## src/rtl/panel_switch_ctrl.sv

```systemverilog
// Front-panel switch register owner: arbitrates keyboard and host switch requests,
// applies toggles directly and runs momentary switches through press/command/hold/release.
//
// state     | meaning
// S_IDLE    | waiting for a pending kb/host entry; grants one and captures it
// S_APPLY   | classify working entry; update toggle bit or start a momentary press
// S_CMD     | cmd_valid_o held with stable cmd_code_o until cmd_ready_i
// S_HOLD    | momentary bit held high while the hold counter runs down
// S_RELEASE | momentary bit cleared, back to idle
module panel_switch_ctrl #(
  parameter int unsigned NUM_SW            = 25,
  parameter int unsigned SWITCHES_ST_COUNT = 18,
  parameter int unsigned AUX1_INDEX        = 23,
  parameter int unsigned AUX2_INDEX        = 24,
  parameter int unsigned HOLD_CYCLES       = 500000,
  parameter int unsigned CNT_W             = 20
) (
  input  logic              clk,
  input  logic              reset,
  input  logic              kb_valid_i,
  input  logic [4:0]        kb_index_i,
  input  logic [1:0]        kb_action_i,
  input  logic              host_valid_i,
  input  logic [4:0]        host_index_i,
  input  logic [1:0]        host_action_i,
  output logic              host_ready_o,
  output logic [NUM_SW-1:0] switches_o,
  output logic              cmd_valid_o,
  output logic [5:0]        cmd_code_o,
  input  logic              cmd_ready_i,
  output logic              busy_o
);

  typedef enum logic [2:0] {
    S_IDLE,
    S_APPLY,
    S_CMD,
    S_HOLD,
    S_RELEASE
  } state_t;

  localparam logic [1:0] ACT_CLEAR = 2'd0;
  localparam logic [1:0] ACT_UP    = 2'd1;
  localparam logic [1:0] ACT_DOWN  = 2'd2;
  localparam logic [1:0] ACT_MOVE  = 2'd3;

  state_t            state_q;
  logic              kb_pend_q;
  logic [4:0]        kb_idx_q;
  logic [1:0]        kb_act_q;
  logic              host_pend_q;
  logic [4:0]        host_idx_q;
  logic [1:0]        host_act_q;
  logic              last_host_q;
  logic [4:0]        work_idx_q;
  logic [1:0]        work_act_q;
  logic [NUM_SW-1:0] sw_q;
  logic              cmd_valid_q;
  logic [5:0]        cmd_code_q;
  logic [CNT_W-1:0]  cnt_q;

  logic              grant_kb_d;
  logic              grant_host_d;
  logic              host_fire;
  logic [31:0]       idx_w;
  logic              in_range;
  logic              is_toggle;
  logic [NUM_SW-1:0] sel_mask;

  assign host_fire    = host_valid_i & ~host_pend_q;
  assign host_ready_o = ~host_pend_q;
  assign switches_o   = sw_q;
  assign cmd_valid_o  = cmd_valid_q;
  assign cmd_code_o   = cmd_code_q;
  assign busy_o       = (state_q != S_IDLE);

  // With both slots full, last_host_q picks the source that was not served last.
  always_comb begin
    grant_kb_d   = 1'b0;
    grant_host_d = 1'b0;
    if (state_q == S_IDLE) begin
      if (kb_pend_q && host_pend_q) begin
        grant_kb_d   = last_host_q;
        grant_host_d = ~last_host_q;
      end else begin
        grant_kb_d   = kb_pend_q;
        grant_host_d = host_pend_q;
      end
    end
  end

  always_comb begin
    idx_w     = {27'd0, work_idx_q};
    in_range  = (idx_w < NUM_SW);
    is_toggle = (idx_w < SWITCHES_ST_COUNT) || (idx_w == AUX1_INDEX) || (idx_w == AUX2_INDEX);
    sel_mask  = in_range ? (NUM_SW'(1) << work_idx_q) : '0;
  end

  always_ff @(posedge clk) begin
    if (reset) begin
      state_q     <= S_IDLE;
      kb_pend_q   <= 1'b0;
      kb_idx_q    <= '0;
      kb_act_q    <= '0;
      host_pend_q <= 1'b0;
      host_idx_q  <= '0;
      host_act_q  <= '0;
      last_host_q <= 1'b1;
      work_idx_q  <= '0;
      work_act_q  <= '0;
      sw_q        <= '0;
      cmd_valid_q <= 1'b0;
      cmd_code_q  <= '0;
      cnt_q       <= '0;
    end else begin
      // A reload in the grant cycle keeps the slot full with the newer entry.
      if (kb_valid_i) begin
        kb_pend_q <= 1'b1;
        kb_idx_q  <= kb_index_i;
        kb_act_q  <= kb_action_i;
      end else if (grant_kb_d) begin
        kb_pend_q <= 1'b0;
      end

      if (host_fire) begin
        host_pend_q <= 1'b1;
        host_idx_q  <= host_index_i;
        host_act_q  <= host_action_i;
      end else if (grant_host_d) begin
        host_pend_q <= 1'b0;
      end

      case (state_q)
        S_IDLE: begin
          if (grant_kb_d) begin
            work_idx_q  <= kb_idx_q;
            work_act_q  <= kb_act_q;
            last_host_q <= 1'b0;
            state_q     <= S_APPLY;
          end else if (grant_host_d) begin
            work_idx_q  <= host_idx_q;
            work_act_q  <= host_act_q;
            last_host_q <= 1'b1;
            state_q     <= S_APPLY;
          end
        end

        S_APPLY: begin
          state_q <= S_IDLE;
          if (in_range && (work_act_q != ACT_MOVE)) begin
            if (work_act_q == ACT_CLEAR) begin
              sw_q <= sw_q & ~sel_mask;
            end else if (is_toggle) begin
              if (work_act_q == ACT_UP) begin
                sw_q <= sw_q | sel_mask;
              end
            end else begin
              sw_q        <= sw_q | sel_mask;
              cmd_valid_q <= 1'b1;
              cmd_code_q  <= {work_idx_q, (work_act_q == ACT_DOWN)};
              state_q     <= S_CMD;
            end
          end
        end

        S_CMD: begin
          if (cmd_ready_i) begin
            cmd_valid_q <= 1'b0;
            cnt_q       <= CNT_W'(HOLD_CYCLES - 1);
            state_q     <= S_HOLD;
          end
        end

        S_HOLD: begin
          if (cnt_q == '0) begin
            state_q <= S_RELEASE;
          end else begin
            cnt_q <= cnt_q - 1'b1;
          end
        end

        S_RELEASE: begin
          sw_q    <= sw_q & ~sel_mask;
          state_q <= S_IDLE;
        end

        default: state_q <= S_IDLE;
      endcase
    end
  end

endmodule

```

## config.mk

```make
export PLATFORM = sky130hd
export DESIGN_NAME = panel_switch_ctrl
export DESIGN_NICKNAME = d
export VERILOG_FILES = /design/src/rtl/panel_switch_ctrl.sv
export SDC_FILE = /design/constraint.sdc
export NUM_CORES = 1
export LEC_CHECK = 0
export CORE_UTILIZATION = 25
export DETAILED_ROUTE_END_ITERATION = 16
export SLEW_MARGIN = 0
export SYNTH_ARGS = -nofsm -noshare
export SYNTH_HDL_FRONTEND = slang
export SYNTH_SLANG_ARGS = --single-unit
```

## constraint.sdc

```tcl
create_clock -name clk -period 3.81 [get_ports clk]
set_clock_uncertainty 0.1 [all_clocks]
set_input_delay 0.381 -clock clk [delete_from_list [all_inputs] [get_ports clk]]
set_output_delay 0.381 -clock clk [all_outputs]
set_load 0.005 [all_outputs]
```

==> results.py, run 1 <==
metrics = {
    "outcome": {
        "status": "finished clean",
    },
    "yosys": {
        "synth_nets": 430,
        "synth_seq_cells": 79,
        "yosys.area_share.adder_pct": 0.684,
        "yosysTopAreaCellShare_pct": 43.2,
        "synth_area_um2": 3660,
        "synth_cell_type_count": 47,
        "async_flop_share_pct": 0,
        "synthSimpleGateAreaFrac_pct": 27.4,
        "syn_inst": 409,
        "ys_top_cells_by_count": "dfxtp_1, nor2_1, mux2i_1",
        "synth_area_leader_cell": "dfxtp_1",
        "synth.area.top_cells": "dfxtp_1, mux2i_1, nor2_1, nand2b_1, nand3_1",
        "synth-edff-count": 0,
        "synth_most_common_cell": "dfxtp_1",
        "synth_top_family_by_area": "simple AND/OR/NAND/NOR gates",
        "synth_xor_area_share_pct": 1.68,
        "synth_compound_area_share_pct": 9.92,
        "yosysWarnings": 0,
        "synth_area_per_cell_um2": 8.95,
        "ys.flop_type": "dfxtp_1",
        "yosys-mux-area-fraction_pct": 13.4,
        "ys_seq_area_share_pct": 43.2,
    },
    "routing": {
        "ant_nets": 0,
        "dr.pass1.iters": 5,
        "drtIter0Drc": 151,
        "avgRoutedWirePerCell_um": 13.6,
        "wl_um": 8570,
        "avgViaCountPerCell": 4.79,
        "vias": 3025,
        "route.detailed.drc": 0,
    },
    "job": {
        "maxCapViolCount": 0,
    },
    "placement": {
        "gp_congestion": 0.796,
        "port-buffer-count": 52,
        "dp_hpwl_um": 5980,
    },
    "worst_setup_path": {
        "end_kind": "flip-flop",
        "r2r_cells": 5,
        "crit_slowest_cell": "nor3_2",
        "arrival_ns": 2.52,
        "cp_top_family": "simple AND/OR/NAND/NOR gates",
        "path_class": "flip-flop to flip-flop",
        "worstReg2RegStart": "work_idx_q[1]",
        "r2r_slack_ns": 1.37,
        "crit_chain": "o311ai_1 > a41oi_1 > nor3_2 > nand3_1 > mux2i_1",
        "crit_fanout": 16,
        "path_buf_inv": 0,
        "worst_ep_required_time_ns": 3.88,
        "cp-start-kind": "flip-flop",
        "slowest_delay_ns": 0.77,
    },
    "clocking": {
        "clkTransAtPathRegs_ns": 0.06,
        "post-cts-setup-buffer-count": 0,
        "clock_latency_ns": 0.33,
        "cts_buffers": 9,
        "post_cts_resized": 0,
        "cts_max_path_buffers": 2,
        "clkSinkCount": 79,
        "root_buffer": "clkbuf_16",
        "cts_tree": "done",
        "htreeDepth": 3,
        "holdBufCountCts": 0,
    },
    "pwr": {
        "vdd_drop_max_v": 0.000226,
        "power.density_nw_per_um2": 425,
        "p_leak_nw": 1.83,
    },
    "worst_hold_path": {
        "hold_depth": 2,
        "hold_class": "flip-flop to flip-flop",
    },
    "grt": {
        "grt_pass1_wl_um": 13900,
        "grtUsageTotal_pct": 11.9,
        "grt_max_degree": 72,
        "antenna_found_initial": 0,
        "grt_overflow": 0,
        "grt_pass1_vias": 2779,
    },
    "sta": {
        "fmax_mhz": 409,
        "rsz0062_at_grt": "false",
        "fin_crit_sh_pct": 64.1,
        "slew_headroom_pct": 35.8,
        "finalHoldViolCount": 0,
        "setup_tns_ns": 0,
        "slew_violations": 0,
        "fin_crit_ns": 2.44,
        "setup_viol": 0,
        "holdWs_ns": 0.375,
        "worstMarginPinSlew_ns": 0.958,
    },
    "finish": {
        "nets": 468,
        "fillCellCount": 1475,
        "diodes": 0,
        "syn_to_final_growth_pct": 26.0,
        "drive_gt1_share_pct": 5.76,
        "fin_util_pct": 32.7,
    },
    "floorplanning": {
        "num_rows": 43,
        "die_area_um2": 15100,
        "die_h_um": 123,
        "coreArea_um2": 14100,
        "top_level_ports": 53,
        "die_x_um": 123,
        "initial_core_util_pct": 26.0,
    },
}
[layer usage]
layer / GRT usage (%) / vias up / wire length (um)
met1: 16.4 / 1413 / 4450
met4: 5.95 / 0 / 159
met5: 0 / - / 0
met3: 2.49 / 13 / 319
li1: - / 1535 / -
met2: 17.4 / 64 / 3640
[layout make-up]
class	instances	area (um2)	area share (%)
multi-input combinational	297	1940	42.1
sequential	79	1580	34.3
timing repair buffer	53	523	11.3
clock buffer	11	243	5.27
tap	180	225	4.89
clock inverter	4	70.1	1.52
inverter	7	26.3	0.570
[placed cells by master (no fill, tap or decap), types with 5 or more instances in the layout]
master	Yosys	final
a211oi_1	11	11
or3_1	5	5
nor2_1	51	51
mux2i_1	49	49
nor2b_1	5	5
or4_1	8	8
dfxtp_1	79	79
xor2_1	5	5
a21oi_1	19	19
nor4_1	8	8
nand2_1	16	16
nand4_1	8	8
nand2b_1	28	28
clkbuf_16	0	9
inv_1	7	7
nand3_1	25	25
nor3_1	11	11
clkdlybuf4s50_1	0	51
[worst reg2reg max path, delay by kind of cell, from the launching register on]
family	cells	cell delay [ns]
mux	1	0.17
simple gates	2	0.98
compound gates	2	0.59
flops	1	0.44
[worst max-delay path by stage]
stage                       start   endpoint  slack [ns]  cells after the start
floorplan               cnt_q[10]   cnt_q[6]        1.67                      7
global placement    work_idx_q[0]  flip-flop        1.38                      5
detailed placement  work_idx_q[0]  flip-flop        1.37                      5
CTS                 work_idx_q[0]  flip-flop        1.36                      5
global route        work_idx_q[1]  flip-flop        1.13                      5
finish              work_idx_q[1]  flip-flop        1.37                      5
[per-stage QoR]
stage	setup WS, ns	total power [mW]	area (um2)	instances
floorplan	1.67	1.01	3660	409
global placement	1.38	1.06	4300	616
detailed placement	1.37	1.07	4300	616
CTS	1.36	1.99	4610	631
global route	1.13	2.04	4610	631
finish	1.37	1.96	4610	631
[report_power, final]
group	total (mW)	internal (mW)	switching, mW
Combinational	0.163	0.0725	0.0901
Sequential	0.886	0.850	0.0361
Clock	0.910	0.586	0.324
[logic make-up after synthesis]
family,after synthesis
compound gates,54
xor+xnor,7
fa+ha+maj,2
buf+inv,33
flops,79
mux,49
simple gates,185
(Power assumes the default switching activity.)
==> run 2, diff against run 1 <==
==> constraint.sdc (replaced) <==
create_clock -name clk -period 2.5 [get_ports clk]
set_clock_uncertainty 0.1 [all_clocks]
set_input_delay 0.25 -clock clk [delete_from_list [all_inputs] [get_ports clk]]
set_output_delay 0.25 -clock clk [all_outputs]
set_load 0.005 [all_outputs]
==> results.py, run 2 (synthesis gave the netlist of run 1 again) <==
metrics = {
    "floorplanning": {
        "top_level_ports": 53,
        "die_area_um2": 15100,
        "coreArea_um2": 14100,
        "die_x_um": 123,
        "initial_core_util_pct": 26.0,
        "die_h_um": 123,
        "num_rows": 43,
    },
    "placement": {
        "gp_congestion": 0.873,
        "dpl_cell_area_um2": 4380,
        "dp_slack_ns": 0.229,
        "port-buffer-count": 52,
        "dp_hpwl_um": 6210,
    },
    "worst_setup_path": {
        "crit_chain": "inv_1 > ha_1 > nor3b_1 > nand3_1 > a211oi_1 > or4b_1 > a21oi_1",
        "crit_slowest_cell": "or4b_1",
        "arrival_ns": 2.46,
        "path_class": "flip-flop to flip-flop",
        "r2r_slack_ns": 0.19,
        "slowest_delay_ns": 0.47,
        "crit_fanout": 6,
        "end_kind": "flip-flop",
        "cp-start-kind": "flip-flop",
        "worst_ep_required_time_ns": 2.66,
    },
    "sta": {
        "fin_crit_ns": 2.31,
        "slew_violations": 0,
        "setup_tns_ns": 0,
        "slew_headroom_pct": 37.7,
        "finalHoldViolCount": 0,
        "worstMarginPinSlew_ns": 0.930,
        "fmax_mhz": 433,
        "fin_crit_sh_pct": 92.3,
        "rsz0062_at_grt": "false",
        "setup_viol": 0,
        "worst_slack_ns": 0.192,
    },
    "clocking": {
        "cts_buffers": 9,
        "post-cts-setup-buffer-count": 0,
        "clkSinkCount": 79,
        "root_buffer": "clkbuf_16",
        "post_cts_resized": 0,
        "holdBufCountCts": 0,
        "clkTransAtPathRegs_ns": 0.06,
        "htreeDepth": 3,
        "clock_latency_ns": 0.33,
        "cts_tree": "done",
        "cts_max_path_buffers": 2,
    },
    "grt": {
        "grt_pass1_wl_um": 14400,
        "grt_pass1_vias": 2932,
        "antenna_found_initial": 0,
        "grt_overflow": 0,
        "grtUsageTotal_pct": 12.1,
        "grt_max_degree": 72,
    },
    "finish": {
        "diodes": 0,
        "nets": 479,
        "most-common-layout-cells": "dfxtp_1, nor2_1, clkdlybuf4s50_1",
        "drive_gt1_share_pct": 8.21,
        "stdcell_area_um2": 4670,
        "syn_to_final_growth_pct": 27.6,
        "final_common_cell": "dfxtp_1",
    },
    "worst_hold_path": {
        "hold_class": "flip-flop to flip-flop",
    },
    "outcome": {
        "status": "finished clean",
    },
    "routing": {
        "ant_nets": 0,
        "avgRoutedWirePerCell_um": 13.5,
        "wl_um": 8670,
        "drtIter0Drc": 106,
        "avgViaCountPerCell": 4.77,
        "dr.pass1.iters": 4,
        "vias": 3069,
        "route.detailed.drc": 0,
    },
    "job": {
        "maxCapViolCount": 0,
    },
    "pwr": {
        "p_leak_nw": 1.87,
        "power.density_nw_per_um2": 615,
        "vdd_drop_max_v": 0.000336,
    },
}
run 2: cell count changes in the layout (fill, tap and decap cells not counted):
| cell | previous run | this run |
|---|---|---|
| buf_4 | 1 | 12 |
| bufinv_16 | 2 | 1 |
| clkbuf_8 | 1 | 0 |
| clkinv_2 | 2 | 3 |
| clkinv_4 | 0 | 1 |
| clkinvlp_4 | 0 | 1 |
run 2: layout make-up:
cell class / count / area [um2]
Clock inverter: 6 / 61.3
Multi-Input combinational cell: 297 / 1940
Inverter: 7 / 26.3
Tap cell: 180 / 225
Clock buffer: 10 / 229
Sequential cell: 79 / 1580
Timing Repair Buffer: 64 / 606
Fill cell: 1488 / 9430
run 2: where the power goes:
group | switching, mW | internal (mW)
logic | 0.144 | 0.123
clock network | 0.492 | 0.769
registers | 0.0489 | 1.30
total | 0.685 | 2.19
run 2: critical path: cells and delay by family, from the launching register on:
kind,cells,cell delay [ns]
simple gates,3,0.95
compound gates,2,0.54
flops,1,0.34
fa+ha+maj,1,0.21
buf+inv,1,0.09
run 2: final timing paths:
check,startpoint,endpoint,cells past startpoint
min,flip-flop,flip-flop,2
min reg2reg,flip-flop,flip-flop,2
max,cnt_q[0],cnt_q[12],7
max reg2reg,cnt_q[0],cnt_q[12],7
run 2: per-stage QoR:
step,total power [mW],std cells,util (%),hold slack (ns)
CTS,2.91,643,33.1,0.379
finish,2.87,643,33.1,0.375
floorplan,1.54,409,-,0.297
global placement,1.63,627,31.1,0.354
global route,3.02,643,33.1,0.397
detailed placement,1.64,627,31.1,0.370
run 2: routing by layer:
layer / global-route usage, % / part of all wire, % / vias to the layer above
met3: 3.46 / 5.1 / 8
li1: - / - / 1565
met1: 16.2 / 49 / 1428
met2: 18.5 / 45 / 68
met5: 0 / 0 / -
met4: 4.52 / 1.1 / 0
